### config.mk
export PLATFORM = sky130hd
export DESIGN_NAME = pad_arbiter
export DESIGN_NICKNAME = d
export VERILOG_FILES = /design/src/rtl/pad_arb_pkg.sv /design/src/rtl/rr_pick.sv /design/src/rtl/pad_arbiter.sv
export SDC_FILE = /design/constraint.sdc
export NUM_CORES = 1
export LEC_CHECK = 0
export ABC_CLOCK_PERIOD_IN_PS = 1450
export CAP_MARGIN = 15
export CORE_AREA = 2 2 41 80
export CTS_BUF_LIST = sky130_fd_sc_hd__clkbuf_4
export CTS_CLUSTER_DIAMETER = 40
export DETAILED_ROUTE_END_ITERATION = 7
export DIE_AREA = 0 0 43 82
export PLACE_DENSITY = 0.73
export SLEW_MARGIN = 5
export SYNTH_ARGS = -nofsm -noshare
export SYNTH_HDL_FRONTEND = slang
export SYNTH_SLANG_ARGS = --single-unit
### constraint.sdc
create_clock -name clk -period 1.45 [get_ports clk]
set_input_delay 0.2175 -clock clk [delete_from_list [all_inputs] [get_ports clk]]
set_output_delay 0.2175 -clock clk [all_outputs]
set_load 0.005 [all_outputs]
### src/rtl/pad_arb_pkg.sv
// -----------------------------------------------------------------------------
// pad_arb_pkg
// Shared types and helpers for the pad bus arbiter.
//   arb_state_t : arbiter FSM states (IDLE, GRANT, TURN)
//   idx_w()     : width of an index into n requesters (never less than 1 bit)
// -----------------------------------------------------------------------------
package pad_arb_pkg;

  typedef enum logic [1:0] {
    IDLE  = 2'd0,
    GRANT = 2'd1,
    TURN  = 2'd2
  } arb_state_t;

  // Index width for n requesters. $clog2(1) would be 0, which cannot form a
  // legal vector, so clamp to one bit.
  function automatic int unsigned idx_w(input int unsigned n);
    return (n <= 2) ? 1 : $clog2(n);
  endfunction

endpackage

### src/rtl/rr_pick.sv
// -----------------------------------------------------------------------------
// rr_pick
// Purely combinational round-robin picker. It searches upward from
// last_owner+1, wrapping around, and returns the first asserted request.
//
// Ports:
//   req        in  NUM_REQ : request vector
//   last_owner in  IDX_W   : index of the most recent owner
//   any        out 1       : at least one request is asserted
//   pick       out IDX_W   : chosen requester (0 when any = 0)
// -----------------------------------------------------------------------------
module rr_pick
  import pad_arb_pkg::*;
#(
  parameter int unsigned NUM_REQ = 4,
  parameter int unsigned IDX_W   = idx_w(NUM_REQ)
) (
  input  logic [NUM_REQ-1:0] req,
  input  logic [IDX_W-1:0]   last_owner,
  output logic               any,
  output logic [IDX_W-1:0]   pick
);

  // Index that lies k places above 'last', modulo NUM_REQ. last < NUM_REQ
  // and k <= NUM_REQ, so a single conditional subtract replaces a divider.
  function automatic logic [IDX_W-1:0] wrap_idx(input logic [IDX_W-1:0] last,
                                                input int unsigned      k);
    int unsigned sum;
    sum = int'(last) + k;
    if (sum >= NUM_REQ) sum = sum - NUM_REQ;
    return IDX_W'(sum);
  endfunction

  logic w_found;

  // NOTE: every signal assigned in always_comb receives a default first, so no
  // path through the block can leave it holding its old value (a latch).
  always_comb begin
    any     = |req;
    pick    = '0;
    w_found = 1'b0;
    // Nearest candidate is k = 1; the owner itself (k = NUM_REQ) is last.
    for (int unsigned k = 1; k <= NUM_REQ; k++) begin
      if (!w_found && req[wrap_idx(last_owner, k)]) begin
        pick    = wrap_idx(last_owner, k);
        w_found = 1'b1;
      end
    end
  end

endmodule

### src/rtl/pad_arbiter.sv
// -----------------------------------------------------------------------------
// pad_arbiter
// Round-robin owner selection for the shared bidirectional pad bus. One
// requester owns the bus at a time, for at most MAX_HOLD consecutive cycles,
// and every change of ownership passes through a one-cycle TURN with all
// output enables off, so two drivers never overlap on the pads.
//
// Parameters:
//   NUM_REQ  (>= 2) : number of requesters
//   WIDTH           : pad bus width
//   MAX_HOLD (>= 1) : maximum consecutive grant cycles per ownership
//
// Ports:
//   clk       in  1             : clock
//   rst_n     in  1             : asynchronous active-low reset
//   req       in  NUM_REQ       : level-sensitive request per requester
//   req_data  in  NUM_REQ*WIDTH : requester i drives [i*WIDTH +: WIDTH]
//   gnt       out NUM_REQ       : one-hot grant, zero when nobody owns the bus
//   pad_out   out WIDTH         : owner's data (combinational from req_data)
//   pad_oe    out WIDTH         : all-ones while granted, otherwise zero
//   busy      out 1             : FSM is not IDLE
// -----------------------------------------------------------------------------
module pad_arbiter
  import pad_arb_pkg::*;
#(
  parameter int unsigned NUM_REQ  = 4,
  parameter int unsigned WIDTH    = 8,
  parameter int unsigned MAX_HOLD = 4
) (
  input  logic                       clk,
  input  logic                       rst_n,
  input  logic [NUM_REQ-1:0]         req,
  input  logic [NUM_REQ*WIDTH-1:0]   req_data,
  output logic [NUM_REQ-1:0]         gnt,
  output logic [WIDTH-1:0]           pad_out,
  output logic [WIDTH-1:0]           pad_oe,
  output logic                       busy
);

  localparam int unsigned IDX_W = idx_w(NUM_REQ);
  localparam int unsigned CNT_W = $clog2(MAX_HOLD + 1);

  arb_state_t       r_state;
  logic [IDX_W-1:0] r_owner;
  logic [IDX_W-1:0] r_last_owner;
  logic [CNT_W-1:0] r_hold_cnt;

  logic             w_any;
  logic [IDX_W-1:0] w_pick;
  logic             w_release;

  rr_pick #(
    .NUM_REQ (NUM_REQ),
    .IDX_W   (IDX_W)
  ) u_rr_pick (
    .req        (req),
    .last_owner (r_last_owner),
    .any        (w_any),
    .pick       (w_pick)
  );

  // Ownership ends when the owner lets go or has used its full hold budget.
  assign w_release = !req[r_owner] || (r_hold_cnt == CNT_W'(MAX_HOLD));

  // last_owner resets to NUM_REQ-1 so the first search starts at requester 0.
  // NOTE: state registers use non-blocking assignments so every register
  // samples pre-edge values, independent of statement order.
  always_ff @(posedge clk or negedge rst_n) begin
    if (!rst_n) begin
      r_state      <= IDLE;
      r_owner      <= '0;
      r_last_owner <= IDX_W'(NUM_REQ - 1);
      r_hold_cnt   <= '0;
    end else begin
      case (r_state)
        IDLE: begin
          if (w_any) begin
            r_state    <= GRANT;
            r_owner    <= w_pick;
            r_hold_cnt <= CNT_W'(1);
          end
        end
        GRANT: begin
          if (w_release) begin
            r_state      <= TURN;
            r_last_owner <= r_owner;
          end else begin
            r_hold_cnt <= r_hold_cnt + CNT_W'(1);
          end
        end
        TURN: begin
          // Requests that arrive during TURN are served without passing
          // through IDLE.
          if (w_any) begin
            r_state    <= GRANT;
            r_owner    <= w_pick;
            r_hold_cnt <= CNT_W'(1);
          end else begin
            r_state <= IDLE;
          end
        end
        default: r_state <= IDLE;
      endcase
    end
  end

  // Outputs decode registered state only, so reset clears them at once.
  // pad_out remains a combinational path from the owner's req_data.
  always_comb begin
    gnt     = '0;
    pad_oe  = '0;
    pad_out = '0;
    if (r_state == GRANT) begin
      pad_oe = '1;
      for (int unsigned i = 0; i < NUM_REQ; i++) begin
        if (r_owner == IDX_W'(i)) begin
          gnt[i]  = 1'b1;
          pad_out = req_data[i*WIDTH +: WIDTH];
        end
      end
    end
  end

  assign busy = (r_state != IDLE);

endmodule
==> metrics.md, run 1 <==
| Metric | Value |
|---|---|
| Status | `finished with violations` |
| Failing checks | `negative setup slack` |
| Crit path capture | `pad_out[3]` |
| Finished Cell Area | `between 1500 and 2000 sq um` |
| Area growth syn-to-layout | `105.6%` |
| I/O pins | `59` |
| WS Path Type | `flip-flop to output port` |
| Finish-stage setup viols | `19` |
| Layout Nets | `220` |
| DP HPWL | `2413 um` |
| Total track usage | `19.19%` |
| Final wirelength | `approximately 3700 um` |
| Wl on met1 | `1156 um` |
| Fmax | `0.5420 GHz` |
| Pin count of the biggest net entering global routing | `11` |
| Starting Density | `31.72%` |
| DR vias/cell | `roughly 5.2` |
| Root Buffer | `clkbuf_4` |
| Setup slack after layout | `-395.1 ps` |
| Drc violations | `0` |
| Number of enable flip-flop cells after synthesis | `0` |
| Critical Path Sink Type | `output port` |
| Worst endpoint data arrival time | `around 1600 ps` |
| DR vias | `~1100` |
| Final worst path period need | `1845 ps` |
| Die ar. | `about 3500 sq um` |
| Reg2reg setup slack | `-390 ps` |
| Clock Tree Buf Depth | `2` |
| CP Data Required Time | `~1200 ps` |
| Die Wd | `43 um` |
| Row count | `28` |
| RePlAce Congestion | `roughly 0.81` |
| Crit-path max FO | `4` |
| Met2 wire len | `approximately 2100 um` |
| Clock Skews | `around 3.8 ps` |
| Most area-consuming cells after synthesis | `mux4_2 (22%), dfrtp_1 (19%), buf_4 (5.6%), dfstp_2 (5.6%), and2_1 (5.4%)` |
| RSZ-0062 raised after global routing | `yes` |
| Post-synthesis sequential area ratio | `24.40%` |
| Gr ovfl total | `0` |
| Synthesis warning total | `0` |
| DRT Pass-1 Iters | `4` |
| Filler Cells Inserted | `212` |
| Vias in the first global route | `1094` |
| Clock transition at the registers of the reported paths | `60 ps` |
| Max-slew violation count | `0` |
| Library cells used by synthesis | `36` |
| Worst r2r src | `r_owner[0]` |
| Number of H-tree levels | `1` |
| Post-synthesis cell count | `92` |
| Cell depth of the worst flop-to-flop path | `7` |
| Static Leakage | `0.8771 nW` |
| DR iter-0 viols | `9` |
| Initial antenna violation count | `0` |
| Routed wl met3 | `298 um` |
| CP Launch Point | `r_owner[0]` |
| Die height | `82 um` |
| Async SR Flop Fraction | `100.0%` |
| Final Hold Fails | `0` |
| Worst vdd ir | `1.018 mV` |
| Placeable core area | `2943 sq um` |
| Clock sinks | `9` |
| Final non-filler cell total | `~210` |
| Share of post-route cells with drive strength above 1 | `58.66%` |
| Cell taking the most area after synthesis | `mux4_2` |
| Synth Register Bits | `9` |
| Slew headroom | `between 70% and 80%` |
| Port Buffers | `58` |
| Routed Antenna Nets | `0` |
| Setup TNS | `-5706 ps` |
| Crit share post-route | `127.3%` |
| Max layer used | `met4` |
| CP Launch Type | `flip-flop` |
| Pwr Density | `2021 nW/um^2` |
| Clk_lat worst skew | `about 260 ps` |
| R2R Path End | `r_last_owner[0]` |
| Hold crit path type | `primary input to asynchronous set/reset pin` |
| Synth Flop Type | `dfrtp_1` |
| Mapped Nets | `between 100 and 150` |
| Average size of a mapped cell | `around 10 sq um` |
| Worst slack, placed | `-499.9 ps` |
| CTS tree | `yes` |
| Cell Area, Placed | `1610 sq um` |
| Diodes inserted | `0` |
| Number of hold buffers added after cts | `0` |
| Least-Margin Pin Slew | `408.1 ps` |
| First-pass GRT wire length | `5030 um` |
| Max cap viols | `0` |
| CTS buffer count | `3` |
| Netlist Area Pre-Place | `933.4 sq um` |
| Routed len/inst | `about 18 um` |
| Top-area cell type share of the netlist area | `21.72%` |
| Placed Cells | `184` |
## critical path, stage by stage (launching register included)
cell and delay, ps:
dfrtp_1 380, buf_6 130, buf_6 110, mux4_2 490, and2_4 150, buf_6 110
## cells in the final DEF (no fill, tap or decap), drive strengths merged, types with 3 or more instances in the layout
cell and instances:
inv 4, buf 53, clkbuf 11, mux4 9, nor2 7, dfrtp 7
mux2i 3, nand2b 3, a21oi 5, nand2 5, mux2 4, and2 9
clkdlybuf4s50 37
## worst min-delay path by stage
| stage | from | end | slack [ps] | depth (start not counted) |
|---|---|---|---|---|
| finish | rst_n | r_owner[0] | 260 | 1 |
| CTS | rst_n | r_state[0] | 250 | 1 |
| global placement | rst_n | r_state[0] | 540 | 1 |
| floorplan | rst_n | r_hold_cnt[0] | -80 | 0 |
| global route | rst_n | r_hold_cnt[2] | 270 | 1 |
| detailed placement | rst_n | r_state[0] | 530 | 1 |
## flip-flops by register name, summed over array words and instances (netlist names)
register / count
r_owner: 2
r_state: 2
r_hold_cnt: 3
r_last_owner: 2
## repair_timing
| action | CTS | global route |
|---|---|---|
| pin swaps | 16 | 4 |
| setup endpoints to repair | 28 | 28 |
| setup buffers | 21 | 4 |
| gates resized for setup | 110 | 24 |
| cloned | 0 | 0 |
## per-layer routing
| layer | vias up | global-route usage [%] |
|---|---|---|
| met4 | 0 | 6.364 |
| met2 | 65 | 40.00 |
| met1 | 514 | 17.51 |
| li1 | 501 | - |
| met3 | 11 | 3.516 |
| met5 | - | 0 |
## kinds of logic (layout without fill, tap and decap cells)
group	count (synthesis)	after routing	synth area share [%]
adder cells (fa/ha/maj)	2	2	2.681
AND/OR/NAND/NOR	32	32	19.04
flip-flops	9	9	24.40
multiplexers	16	16	30.56
buffers and inverters	18	105	11.12
AO/OA/AOI/OAI	15	15	12.20
## where the power goes
group          switching, W  internal [W]
Sequential         0.000128      0.000386
Clock             0.0000811      0.000124
Combinational       0.00116       0.00200
Total               0.00136       0.00251
## final cells by class
class / instances / area, sq um / area share [%]
repair buffers: 97 / 914.6 / 47.65
multi-input cells: 65 / 690.7 / 35.98
flip-flops and latches: 9 / 229.0 / 11.93
well taps: 30 / 37.54 / 1.956
clock buffers: 4 / 30.03 / 1.565
inverters: 4 / 17.52 / 0.9126
## cell usage after synthesis (2+ instances only)
master and count:
a211oi_1 2, dfrtp_1 7, a21oi_1 5, nand2_1 5, mux2i_1 3, mux2_4 2, clkbuf_1 3, inv_1 4
mux4_2 9, ha_1 2, buf_2 2, nand3_1 2, nand2b_1 3, buf_4 7, dfstp_2 2, mux2_1 2
and2_1 8, nor2_1 6
## metrics by stage
step	util, %	total power, W	hold slack (ps)
CTS	63.18	0.003600	252.8
detailed placement	54.72	0.002738	528.7
global route	65.22	0.004110	271.3
global placement	54.72	0.002665	535.6
floorplan	-	0.001733	-78.09
finish	65.22	0.003878	256.8
No activity file was read; power rests on OpenSTA's default activity.
==> inputs of run 2 (changes only) <==
Settings changed: GPL_TIMING_DRIVEN from default to 0.
==> metrics.md, run 2 (same netlist as run 1, synthesis figures left out) <==
| Metric | Value |
|---|---|
| Status | `finished with violations` |
| Failing checks | `negative setup slack` |
| Number of H-tree levels | `1 (unchanged)` |
| Gr ovfl total | `0 (unchanged)` |
| Final worst path period need | `1903 ps (+58.05 ps)` |
| Final core utilization | `67.26% (+2.0 points)` |
| CP Launch Type | `flip-flop` |
| Die height | `82 um (unchanged)` |
| Logic pwr share | `83.3% (+1.8 points)` |
| Reg power frac | `12.0% (-1.2 points)` |
| Clk_lat worst skew | `260 ps (about the same)` |
| WS Path Type | `flip-flop to output port` |
| First-pass GRT wire length | `4761 um (-5.3%)` |
| CP Data Required Time | `1230 ps (about the same)` |
| CTS buffer count | `3 (unchanged)` |
| DR vias | `1094 (+0.27%)` |
| Critical Path Sink Type | `output port` |
| Top Family by Delay on Critical Path | `buffers and inverters` |
| Routed len/inst | `18.11 um (+3.4%)` |
| Final wirelength | `3804 um (+3.9%)` |
| Finish-stage setup viols | `27 (+8)` |
| Drc violations | `0 (unchanged)` |
| Final Hold Fails | `0 (unchanged)` |
| Row count | `28 (unchanged)` |
| Initial antenna violation count | `0 (unchanged)` |
| RePlAce Congestion | `0.8315 (+2.5%)` |
| Pin count of the biggest net entering global routing | `11 (unchanged)` |
| Worst vdd ir | `1.119 mV (+9.9%)` |
| Vias in the first global route | `1071 (-2.1%)` |
| Crit-path max FO | `6 (+2)` |
| WP buf/inv | `4 (+1)` |
| Worst slack, placed | `-693.6 ps (-193.8 ps)` |
| I/O pins | `59 (unchanged)` |
| Max layer used | `met4` |
| Met2 wire len | `2004 um (-6.3%)` |
| Worst endpoint data arrival time | `1690 ps (+60 ps)` |
| Layout Nets | `221 (+0.45%)` |
| Area growth syn-to-layout | `112.1%` |
| CTS tree | `yes` |
| DR vias/cell | `5.210 (-0.20%)` |
| Hold crit path type | `primary input to asynchronous set/reset pin` |
| Placeable core area | `2943 sq um (unchanged)` |
| Starting Density | `31.72% (unchanged)` |
| Number of hold buffers added after cts | `0 (unchanged)` |
| Root Buffer | `clkbuf_4` |
| Largest register FFs | `3 (unchanged)` |
| Pwr Density | `2169 nW/um^2 (+7.3%)` |
| Commonest non-fill, non-tap cell in the layout | `buf_6` |
| Psw | `0.001456 W (+6.7%)` |
| Routed Antenna Nets | `0 (unchanged)` |
| Fmax | `0.5254 GHz (-3.1%)` |
| Routed wl met3 | `287 um (-3.7%)` |
| Max cap viols | `0 (unchanged)` |
| Internal power consumption | `0.002837 W (+13%)` |
| Largest register by flop count | `r_hold_cnt` |
| Wl on met1 | `1491 um (+29%)` |
| Clk network pwr share | `4.8% (-0.5 points)` |
| Clock sinks | `9 (unchanged)` |
| Crit share post-route | `131.3% (+4.0 points)` |
| DR iter-0 viols | `18 (+9)` |
| Port Buffers | `57 (-1.7%)` |
| Static Leakage | `0.8989 nW (+2.5%)` |
| Clock transition at the registers of the reported paths | `60 ps (about the same)` |
| Setup slack after layout | `-453.2 ps (-58.05 ps)` |
| Slew headroom | `72.33% (-0.38 points)` |
| Most frequent cells in the layout | `buf_6 (39), clkdlybuf4s50_1 (36), buf_4 (16)` |
| Critical-path cell list | `buf_6 -> buf_8 -> buf_4 -> mux4_2 -> and2_4 -> buf_6` |
| Share of post-route cells with drive strength above 1 | `57.22% (-1.4 points)` |
| RSZ-0062 raised after global routing | `yes` |
| Die Wd | `43 um (unchanged)` |
| Largest stage delay on the critical path | `420 ps (-70 ps)` |
| Clock Tree Buf Depth | `2 (unchanged)` |
| Sw Ratio | `33.91% (-1.3 points)` |
| Total track usage | `17.77% (-1.4 points)` |
| CP max-delay cell | `mux4_2` |
| Most frequent CP cell | `buf_6` |
| Clock Skews | `5.194 ps (+1.384 ps)` |
| Max-slew violation count | `0 (unchanged)` |
| DP HPWL | `2348 um (-2.7%)` |
| Diodes inserted | `0 (unchanged)` |
| DRT Pass-1 Iters | `4 (unchanged)` |
| Die ar. | `3526 sq um (unchanged)` |
| Least-Margin Pin Slew | `413.7 ps (+5.633 ps)` |
run 2: cell types whose count changed in the layout (fill, tap and decap cells not counted), sizes merged:
cell	before	now
buf	53	59
clkbuf	11	6
clkdlybuf4s50	37	36
clkdlybuf4s15	0	1
run 2: what timing repair did:
action,CTS,global route
gates resized for setup,116,36
setup buffers,17,12
cloned,0,0
pin swaps,12,7
endpoints found under the setup margin,27,29
run 2: path summary, 6_finish.rpt:
check                               from               to  slack (ps)  cells after the start
max in group asynchronous          rst_n  r_last_owner[0]         860                      1
min in group clk                  req[3]       r_owner[1]         500                      5
max                           r_owner[0]       pad_out[4]        -450                      6
min                                rst_n       r_state[1]         260                      1
max reg2reg                   r_owner[0]  r_last_owner[0]        -290                      6
min reg2reg                r_hold_cnt[0]    r_hold_cnt[0]         550                      1
run 2: final cells by class:
cell class | count | area [sq um]
well taps | 30 | 37.54
fillers | 206 | 963.4
flip-flops and latches | 9 | 229.0
clock buffers | 4 | 30.03
multi-input cells | 65 | 675.6
plain buffers | 13 | 156.4
inverters | 4 | 17.52
repair buffers | 85 | 833.3
run 2: metal layers:
| layer | up-vias | track usage, % |
|---|---|---|
| li1 | 501 | - |
| met1 | 521 | 17.70 |
| met2 | 70 | 35.30 |
| met3 | 2 | 3.736 |
| met4 | 0 | 5.455 |
| met5 | - | 0 |
run 2: metrics by stage:
| stage | power [W] | instances | area [sq um] | TNS, ps | hold WS, ps |
|---|---|---|---|---|---|
| 2_1_floorplan | 0.001733 | 92 | 937.1 | -468.7 | -78.09 |
| 3_3_place_gp | 0.002589 | 179 | 1545 | -11680 | 489.4 |
| 3_5_place_dp | 0.002668 | 179 | 1545 | -12660 | 521.7 |
| 4_1_cts | 0.003457 | 200 | 1753 | -5578 | 256.5 |
| 5_1_grt | 0.004527 | 210 | 1979 | -7413 | 280.0 |
| 6_report | 0.004292 | 210 | 1979 | -6026 | 259.1 |
run 2: power groups by stage:
stage                     Sequential [W]  Clock, W  Combinational, W
after detailed placement        0.000462         0           0.00221
after floorplan                 0.000435         0           0.00130
after global routing            0.000528  0.000230           0.00377
after CTS                       0.000468  0.000218           0.00277
after global placement          0.000456         0           0.00213
final                           0.000514  0.000205           0.00357
==> inputs of run 3 (changes only) <==
Settings changed: ABC_CLOCK_PERIOD_IN_PS 1450 to 1850, CORE_AREA 2 2 41 80 to 2 2 53 55, DIE_AREA 0 0 43 82 to 0 0 55 57, PLACE_DENSITY 0.73 to 0.79.
Clock period 1.45 ns to 1.85 ns, I/O delays scaled along.
==> metrics.md, run 3 (same netlist as run 1, synthesis figures left out) <==
| Metric | Value |
|---|---|
| Status | `finished with violations` |
| Failing checks | `negative setup slack` |
| DR vias/cell | `5.005 (-3.9%)` |
| Gr ovfl total | `0 (unchanged)` |
| Routed len/inst | `14.98 um (-17%)` |
| DR iter-0 viols | `11 (-7)` |
| Most frequent cells in the layout | `clkdlybuf4s50_1 (37), buf_4 (15), buf_6 (9), mux4_2 (9), dlygate4sd2_1 (9)` |
| Commonest non-fill, non-tap cell in the layout | `clkdlybuf4s50_1` |
| WS Path Type | `flip-flop to output port` |
| Die height | `57 um (-30%)` |
| CP Data Required Time | `1570 ps (+340 ps)` |
| RSZ-0062 raised after global routing | `yes` |
| Final core utilization | `66.36% (-0.90 points)` |
| Setup slack after layout | `-98.30 ps (+354.9 ps)` |
| Critical Path Sink Type | `output port` |
| CTS buffer count | `3 (unchanged)` |
| Clock sinks | `9 (unchanged)` |
| Cell depth of the worst flop-to-flop path | `5 (-1)` |
| DRT Pass-1 Iters | `4 (unchanged)` |
| RePlAce Congestion | `0.7539 (-9.3%)` |
| I/O pins | `59 (unchanged)` |
| Worst vdd ir | `0.9747 mV (-13%)` |
| Initial antenna violation count | `0 (unchanged)` |
| Routed Antenna Nets | `0 (unchanged)` |
| DP HPWL | `2103 um (-10%)` |
| R2R Path End | `r_last_owner[0]` |
| Worst endpoint data arrival time | `1670 ps (-20 ps)` |
| Crit path capture | `pad_out[1]` |
| Max cap viols | `0 (unchanged)` |
| Area growth syn-to-layout | `85.92%` |
| Cell Area, Placed | `1543 sq um (-0.16%)` |
| Root Buffer | `clkbuf_4` |
| CP Launch Point | `r_owner[0]` |
| Worst r2r src | `r_owner[0]` |
| Largest register by flop count | `r_hold_cnt` |
| Hold crit path type | `primary input to asynchronous set/reset pin` |
| Final Hold Fails | `0 (unchanged)` |
| Number of H-tree levels | `1 (unchanged)` |
| Static Leakage | `0.8154 nW (-9.3%)` |
| Diodes inserted | `0 (unchanged)` |
| Clk_lat worst skew | `280 ps (+20 ps)` |
| Die ar. | `3135 sq um (-11%)` |
| Layout Nets | `208 (-5.9%)` |
| CTS tree | `yes` |
| DR vias | `991 (-9.4%)` |
| Clock Tree Buf Depth | `2 (unchanged)` |
| Placeable core area | `2615 sq um (-11%)` |
| Share of post-route cells with drive strength above 1 | `37.13% (-20 points)` |
| Worst slack, placed | `-415.6 ps (+278.1 ps)` |
| Drc violations | `0 (unchanged)` |
| Reg2reg setup slack | `160 ps (+450 ps)` |
| Die Wd | `55 um (+28%)` |
| Clock transition at the registers of the reported paths | `60 ps (about the same)` |
| Max-slew violation count | `0 (unchanged)` |
| Pwr Density | `1480 nW/um^2 (-32%)` |
| Least-Margin Pin Slew | `549.8 ps (+136.1 ps)` |
| Final worst path period need | `1948 ps` |
| Vias in the first global route | `914 (-15%)` |
| CP Launch Type | `flip-flop` |
| Starting Density | `35.69% (+4.0 points)` |
| Crit share post-route | `105.3%` |
| Port Buffers | `57 (unchanged)` |
| Pin count of the biggest net entering global routing | `11 (unchanged)` |
| Clock Skews | `1.969 ps (-3.225 ps)` |
| Fmax | `just over 0.5 GHz` |
| Total power draw | `0.002568 W (-40%)` |
| First-pass GRT wire length | `4278 um (-10%)` |
| Finished Cell Area | `1735 sq um (-12%)` |
| Largest register FFs | `3 (unchanged)` |
| Finish-stage setup viols | `5 (-81%)` |
| Row count | `19 (-32%)` |
| Total track usage | `18.84% (+1.1 points)` |
| Crit-path max FO | `5 (-1)` |
| Slew headroom | `63.34% (-9.0 points)` |
| Final wirelength | `2966 um (-22%)` |
[run 3: cell types whose count changed in the layout (fill, tap and decap cells not counted), moves of 4 or more]
cell	delta
and2_4	-6
dlygate4sd2_1	+9
buf_6	-30
buf_2	+4
and2_1	+6
[run 3: how the worst min path moves through the flow]
stage	end	from	slack [ps]	cells after the start
2_1_floorplan	r_hold_cnt[0]	rst_n	-20	0
3_3_place_gp	r_hold_cnt[0]	r_hold_cnt[0]	490	1
3_5_place_dp	r_hold_cnt[0]	r_hold_cnt[0]	520	1
4_1_cts	r_state[1]	rst_n	300	1
5_1_grt	r_hold_cnt[1]	rst_n	300	1
6_report	r_state[0]	rst_n	290	1
[run 3: routing by layer]
metal | vias to the layer above | track usage (%) | wire [um]
li1 | 481 | - | -
met1 | 455 | 20.50 | 1012
met2 | 50 | 31.46 | 1426
met3 | 5 | 8.901 | 486
met4 | 0 | 6.272 | 41
met5 | - | 0 | 0
[run 3: critical path, stage by stage, from the launching register on]
cell and delay [ps]:
dfrtp_2 420, buf_8 140, buf_6 90, mux4_2 460
and2_1 160, buf_2 120
[run 3: what timing repair did]
| action | in CTS | in global routing |
|---|---|---|
| setup buffers | 14 | 1 |
| setup endpoints to repair | 20 | 12 |
| resized for setup | 61 | 9 |
| pin swaps | 8 | 2 |
| hold buffers | 0 | 0 |
| cloned | 0 | 0 |
[run 3: layout make-up]
type                            count  area, sq um
Buffer                             13        116.4
Clock buffer                        4        30.03
Fill cell                         211        879.6
Inverter                            4        17.52
Multi-Input combinational cell     65        619.3
Sequential cell                     9        229.0
Tap cell                           31        38.79
Timing Repair Buffer               72        684.4
[run 3: through the flow]
| stage | setup TNS [ps] | std cells | hold slack, ps |
|---|---|---|---|
| finish | -422.6 | 198 | 288.7 |
| global route | -843.2 | 198 | 305.0 |
| CTS | -674.3 | 198 | 296.2 |
| detailed placement | -6549 | 180 | 517.2 |
| global placement | -5616 | 180 | 491.7 |
| floorplan | 0 | 92 | -18.09 |
[run 3: where the power goes]
group          leakage (nW)  switching, W  internal [W]
clock network        0.0184     0.0000771     0.0000983
logic                 0.693      0.000735       0.00128
registers             0.104     0.0000801      0.000299
total                 0.815      0.000892       0.00168
